$ cat config.mk
export PLATFORM = sky130hd
export DESIGN_NAME = neuron_lanes
export DESIGN_NICKNAME = d
export VERILOG_FILES = /design/src/rtl/nn_pkg.sv /design/src/rtl/neuron_lane.sv /design/src/rtl/neuron_lanes.sv
export SDC_FILE = /design/constraint.sdc
export NUM_CORES = 2
export LEC_CHECK = 0
export ABC_AREA = 1
export CAP_MARGIN = 20
export CORE_UTILIZATION = 65
export CTS_CLUSTER_SIZE = 25
export DETAILED_ROUTE_END_ITERATION = 7
export GPL_TIMING_DRIVEN = 0
export PLACE_DENSITY = 0.91
export SLEW_MARGIN = 10
export SYNTH_ARGS = -nofsm -noshare
export SYNTH_HDL_FRONTEND = slang
export SYNTH_HIERARCHICAL = 1
export SYNTH_SLANG_ARGS = --single-unit
$ cat constraint.sdc
create_clock -name clk -period 11.38 [get_ports clk]
set_input_delay 1.138 -clock clk [delete_from_list [all_inputs] [get_ports clk]]
set_output_delay 1.138 -clock clk [all_outputs]
set_load 0.01 [all_outputs]
$ cat src/rtl/nn_pkg.sv
// Shared types, default widths and the saturation helper for the neuron lanes.
// Activation encodings are fixed by the cfg_act field of the layer config.
package nn_pkg;

  localparam int NN_IN_W       = 16;
  localparam int NN_FRAC       = 15;
  localparam int NN_OUT_W      = 16;
  localparam int NN_ACC_W      = 40;
  localparam int NN_LANES      = 4;
  localparam int NN_MAX_INPUTS = 1024;
  localparam int SAT_W         = 64;

  typedef enum logic [1:0] {
    ACT_ID     = 2'b00,
    ACT_RELU   = 2'b01,
    ACT_LEAKY  = 2'b10,
    ACT_RELU_B = 2'b11
  } act_e;

  // Clamp v into the signed range of an ow-bit word.
  function automatic logic signed [SAT_W-1:0] sat(
    input logic signed [SAT_W-1:0] v,
    input int                      ow
  );
    logic signed [SAT_W-1:0] hi;
    logic signed [SAT_W-1:0] lo;
    hi = (64'sd1 <<< (ow - 1)) - 64'sd1;
    lo = -hi - 64'sd1;
    if (v > hi) return hi;
    if (v < lo) return lo;
    return v;
  endfunction

endpackage

$ cat src/rtl/neuron_lane.sv
// One neuron lane: accumulator, post-scale, activation and saturation.
// NEURON_LANES_LEAKY_EN enables the 1/8-slope leaky path for ACT_LEAKY.
module neuron_lane
  import nn_pkg::*;
#(
  parameter int IN_W  = NN_IN_W,
  parameter int FRAC  = NN_FRAC,
  parameter int OUT_W = NN_OUT_W,
  parameter int ACC_W = NN_ACC_W
) (
  input  logic                   clk,
  input  logic                   rst,
  input  logic                   beat_i,
  input  logic                   last_i,
  input  logic signed [IN_W-1:0] data_i,
  input  logic signed [IN_W-1:0] weight_i,
  input  logic signed [IN_W-1:0] bias_i,
  input  act_e                   act_i,
  output logic [OUT_W-1:0]       res_o
);

  logic signed [2*IN_W-1:0] prod;
  logic signed [ACC_W-1:0]  prod_x;
  logic signed [ACC_W-1:0]  bias_x;
  logic signed [ACC_W-1:0]  sum;
  logic signed [ACC_W-1:0]  r;
  logic signed [ACC_W-1:0]  v;
  logic signed [ACC_W-1:0]  acc_q;
  logic signed [ACC_W-1:0]  acc_d;
  logic [OUT_W-1:0]         res_q;
  logic [OUT_W-1:0]         res_d;

  assign prod   = data_i * weight_i;
  assign prod_x = ACC_W'(prod);
  assign bias_x = ACC_W'(bias_i) <<< FRAC;
  assign sum    = acc_q + prod_x + bias_x;
  assign r      = sum >>> FRAC;

  // Activation on the full-width scaled sum, ahead of saturation.
  always_comb begin
    v = r;
    unique case (1'b1)
      act_i == ACT_ID: v = r;
      act_i == ACT_LEAKY: begin
`ifdef NEURON_LANES_LEAKY_EN
        v = r[ACC_W-1] ? (r >>> 3) : r;
`else
        v = r[ACC_W-1] ? '0 : r;
`endif
      end
      default: v = r[ACC_W-1] ? '0 : r;
    endcase
  end

  // Next-state: accumulate on middle beats, emit and clear on the last.
  always_comb begin
    acc_d = acc_q;
    res_d = res_q;
    if (beat_i) begin
      if (last_i) begin
        acc_d = '0;
        res_d = OUT_W'(sat(SAT_W'(v), OUT_W));
      end else begin
        acc_d = acc_q + prod_x;
      end
    end
  end

  // Accumulator and result registers.
  always_ff @(posedge clk) begin
    if (rst) begin
      acc_q <= '0;
      res_q <= '0;
    end else begin
      acc_q <= acc_d;
      res_q <= res_d;
    end
  end

  assign res_o = res_q;

endmodule

$ cat src/rtl/neuron_lanes.sv
// LANES parallel MAC neurons sharing one activation stream, valid/ready both sides.
// Define NEURON_LANES_LEAKY_EN to make cfg_act=10 a leaky ReLU (else ReLU).
module neuron_lanes
  import nn_pkg::*;
#(
  parameter  int IN_W       = NN_IN_W,
  parameter  int FRAC       = NN_FRAC,
  parameter  int OUT_W      = NN_OUT_W,
  parameter  int ACC_W      = NN_ACC_W,
  parameter  int LANES      = NN_LANES,
  parameter  int MAX_INPUTS = NN_MAX_INPUTS,
  localparam int CNT_W      = $clog2(MAX_INPUTS + 1)
) (
  input  logic                     clk,
  input  logic                     rst,
  input  logic                     in_valid,
  output logic                     in_ready,
  input  logic [IN_W-1:0]          data_in,
  input  logic [LANES*IN_W-1:0]    weight_in,
  input  logic [LANES*IN_W-1:0]    bias_in,
  input  logic [CNT_W-1:0]         cfg_num_inputs,
  input  logic [1:0]               cfg_act,
  output logic                     out_valid,
  input  logic                     out_ready,
  output logic [LANES*OUT_W-1:0]   data_out,
  output logic                     busy
);

  logic [CNT_W-1:0] cnt_q;
  logic [CNT_W-1:0] cnt_d;
  logic [CNT_W-1:0] n_q;
  logic [CNT_W-1:0] n_d;
  logic [CNT_W-1:0] n_clamp;
  logic [CNT_W-1:0] n_cur;
  act_e             act_q;
  act_e             act_d;
  act_e             act_cur;
  logic             out_valid_q;
  logic             out_valid_d;
  logic             first;
  logic             last;
  logic             accept;

  assign in_ready = !out_valid_q || out_ready;
  assign accept   = in_valid && in_ready;
  assign first    = (cnt_q == '0);
  assign n_cur    = first ? n_clamp : n_q;
  assign act_cur  = first ? act_e'(cfg_act) : act_q;
  assign last     = (cnt_q == n_cur - CNT_W'(1));

  // Keep the set length within 1..MAX_INPUTS.
  always_comb begin
    n_clamp = cfg_num_inputs;
    if (cfg_num_inputs == '0)
      n_clamp = CNT_W'(1);
    else if (cfg_num_inputs > CNT_W'(MAX_INPUTS))
      n_clamp = CNT_W'(MAX_INPUTS);
  end

  // Beat counter, config latch and output-valid next state.
  always_comb begin
    cnt_d       = cnt_q;
    n_d         = n_q;
    act_d       = act_q;
    out_valid_d = out_valid_q;
    if (out_ready)
      out_valid_d = 1'b0;
    if (accept) begin
      if (first) begin
        n_d   = n_clamp;
        act_d = act_cur;
      end
      if (last) begin
        cnt_d       = '0;
        out_valid_d = 1'b1;
      end else begin
        cnt_d = cnt_q + CNT_W'(1);
      end
    end
  end

  // Control state registers.
  always_ff @(posedge clk) begin
    if (rst) begin
      cnt_q       <= '0;
      n_q         <= '0;
      act_q       <= ACT_ID;
      out_valid_q <= 1'b0;
    end else begin
      cnt_q       <= cnt_d;
      n_q         <= n_d;
      act_q       <= act_d;
      out_valid_q <= out_valid_d;
    end
  end

  assign out_valid = out_valid_q;
  assign busy      = (cnt_q != '0);

  for (genvar i = 0; i < LANES; i++) begin : g_lane
    neuron_lane #(
      .IN_W  (IN_W),
      .FRAC  (FRAC),
      .OUT_W (OUT_W),
      .ACC_W (ACC_W)
    ) u_lane (
      .clk      (clk),
      .rst      (rst),
      .beat_i   (accept),
      .last_i   (last),
      .data_i   (data_in),
      .weight_i (weight_in[i*IN_W +: IN_W]),
      .bias_i   (bias_in[i*IN_W +: IN_W]),
      .act_i    (act_cur),
      .res_o    (data_out[i*OUT_W +: OUT_W])
    );
  end

endmodule

==> results.md <==
- CP arrival: 10960 ps
- Max-slew headroom: 13.6%
- Drc violations: 0
- Asr flop ratio synth: 0%
- Avg Cell Area, Syn: 7.51 um2
- Drt first pass iters: 8
- Slowest cell on crit path: fa_1
- Ys flop type: dfxtp_1
- Routed length per instance: 18.6 um
- Most common cell after layout, fill and taps aside: inv_1
- Vias in the first global route: 63500
- Worst Tran Pin Value: 1280 ps
- # fillers: 8353
- Initial Util: 65.7%
- Clk pin slew, worst setup/hold paths: 50 ps
- Count of final hold-check violations: 0
- Max cap viols: 0
- Syn. warnings: 6
- Finished Core Util: 70.1%
- Net Count, Synth: 11100
- Final Wtd Congestion: 1.03
- Pin count of the biggest net entering global routing: 25
- CP max FO: 15
- Iter 0 DRT Violations: 4894
- Post-DP HPWL: 171 mm
- Clk sinks: 249
- CP max stage delay: 820 ps
- Vias per cell: 5.55
- Port Buffers: 151
- Min-delay worst type: reg -> reg
- Die Ht: 326 um
- Root Buffer: clkbuf_16
- Cell area after synthesis: 68300 um2
- Cell mode on critical path: inv_1
- Clk Latency, worst-skew pair: 590 ps
- CTS Buf Count: 35
- First-pass GRT wire length: 325 mm
- FF+latch count, synth: 249
- DIE AREA: 106000 um2
- Crit. End Element: flip-flop
- Total Nets Final: 11300
- Grt ovf: 0
- Most frequent cells in the layout: inv_1 (2448), nand2_1 (2241), fa_1 (1321)
- IO Count: 228
- CP Class: in -> reg
- Fin Clk Skew: 25.6 ps
- CTS Hold Bufs: 0
- Routed wire length: 199 mm
- Crit path time final: 10460 ps
- Distinct cells, synth: 63
- Gate Count Post-Synth: 9096
- Peak Freq: 0.0956 GHz
- RSZ-0062 raised after global routing: no
- Post-CTS Resized: 0
- Element type at the critical path start: input port
- Status: complete, no violations
- Final setup vio count: 0
- Max-slew violation count: 0
- Die width: 326 um
- Row count: 118
- CTS tree: done
- Critical Path RT: 11880 ps
- Post-route ant nets: 0
- Initial antenna violation count: 18
- Via count: 59400
- Setup Buffers After CTS: 0
- EDFF count, synth: 0
- Final Cycle Share: 92.0%
- Tot GR Track Use: 38.6%
- Total core area: 104000 um2
- Htree depth: 2
- Layout cell share with drive strength beyond 1: 3.18%
- Max clock buf depth: 3
- Area delta synth->final: 6.66%
- Sequential area share after synthesis: 7.29%
## state kept, by name, indices dropped and copies added (netlist names)
| signal | cells |
|---|---|
| act_q | 2 |
| g_lane.u_lane/res_o | 64 |
| cnt_q | 11 |
| out_valid | 1 |
| n_q | 11 |
| g_lane.u_lane/acc_q | 160 |
## area by class of cell
class | count | area [um2] | area share (%)
Antenna cell | 11 | 27.5 | 0.0378
Buffer | 320 | 1280 | 1.75
Clock buffer | 54 | 1070 | 1.47
Clock inverter | 7 | 104 | 0.142
Inverter | 2474 | 9290 | 12.7
Multi-Input combinational cell | 6053 | 52800 | 72.4
Sequential cell | 249 | 4980 | 6.84
Tap cell | 1380 | 1730 | 2.37
Timing Repair Buffer | 156 | 1620 | 2.22
## metal layers
layer / GRT usage, % / share of wire, % / up-vias
li1: - / - / 27000
met1: 46.6 / 37 / 28700
met2: 63.8 / 47 / 2902
met3: 9.43 / 9.8 / 781
met4: 20.9 / 6.1 / 28
met5: 0 / 0.094 / -
## synthesized netlist by cell type (6+ instances only)
cell type,count,area share [%]
buf_1,6,0.033
nor2_2,21,0.19
o21ai_0,198,1.5
a21oi_2,32,0.41
dfxtp_1,249,7.3
nand2_1,2241,12
xor2_1,118,1.5
nand4_1,61,0.56
a21o_1,22,0.24
o21bai_1,43,0.47
xnor2_1,41,0.53
inv_1,2448,13
ha_1,563,10
o21a_1,11,0.12
nand3_2,19,0.28
nand2_2,60,0.55
clkbuf_1,299,1.6
nor2_1,386,2.1
nor4_1,6,0.055
nand3b_1,15,0.16
a21oi_1,496,3.6
o21ai_1,14,0.10
and2_1,9,0.082
nand3_1,201,1.5
nor2_4,9,0.15
a31oi_1,26,0.24
a21boi_0,8,0.088
fa_1,1324,39
inv_2,21,0.12
nor3_1,42,0.31
or2_2,29,0.27
## cell families after synthesis
group | Yosys count | synth area share (%)
and+or+nand+nor | 3123 | 18.9
buffers and inverters | 2794 | 15.5
adders and majority gates | 1887 | 49.1
DFF | 249 | 7.29
AOI/OAI and AO/OA | 883 | 7.19
xor gates and xnor gates | 160 | 2.06
## stage by stage
step / instances / setup TNS [ps] / hold WS [ps] / setup slack, ps / cell area (um2)
final: 10700 / 0 / 457 / 915 / 72900
after global routing: 10700 / 0 / 482 / 171 / 72900
after CTS: 10700 / 0 / 457 / 1010 / 72900
after detailed placement: 10600 / 0 / 450 / 559 / 71700
after global placement: 10600 / -21550 / 434 / -700 / 71600
after floorplan: 9096 / 0 / 425 / 2330 / 68300
## critical path: cells and delay by family
family | cells | cell delay, ps
buffers and inverters | 12 | 2330
AOI/OAI and AO/OA | 6 | 1370
adders and majority gates | 8 | 4520
and+or+nand+nor | 10 | 1300
xor gates and xnor gates | 1 | 250
## path summary, 6_finish.rpt
path                                 to                       start  cells after the start  slack (ps)
min reg2reg                     n_q[10]                     n_q[10]                      2         460
max          g_lane[0].u_lane/res_o[13]                 data_in[15]                     37         920
min                             n_q[10]                     n_q[10]                      2         460
max reg2reg  g_lane[3].u_lane/res_o[11]  g_lane[3].u_lane/acc_q[11]                     37        3620
Power is not shown: default switching activity piles up to over one toggle a cycle in this logic, so the estimate is an artifact.
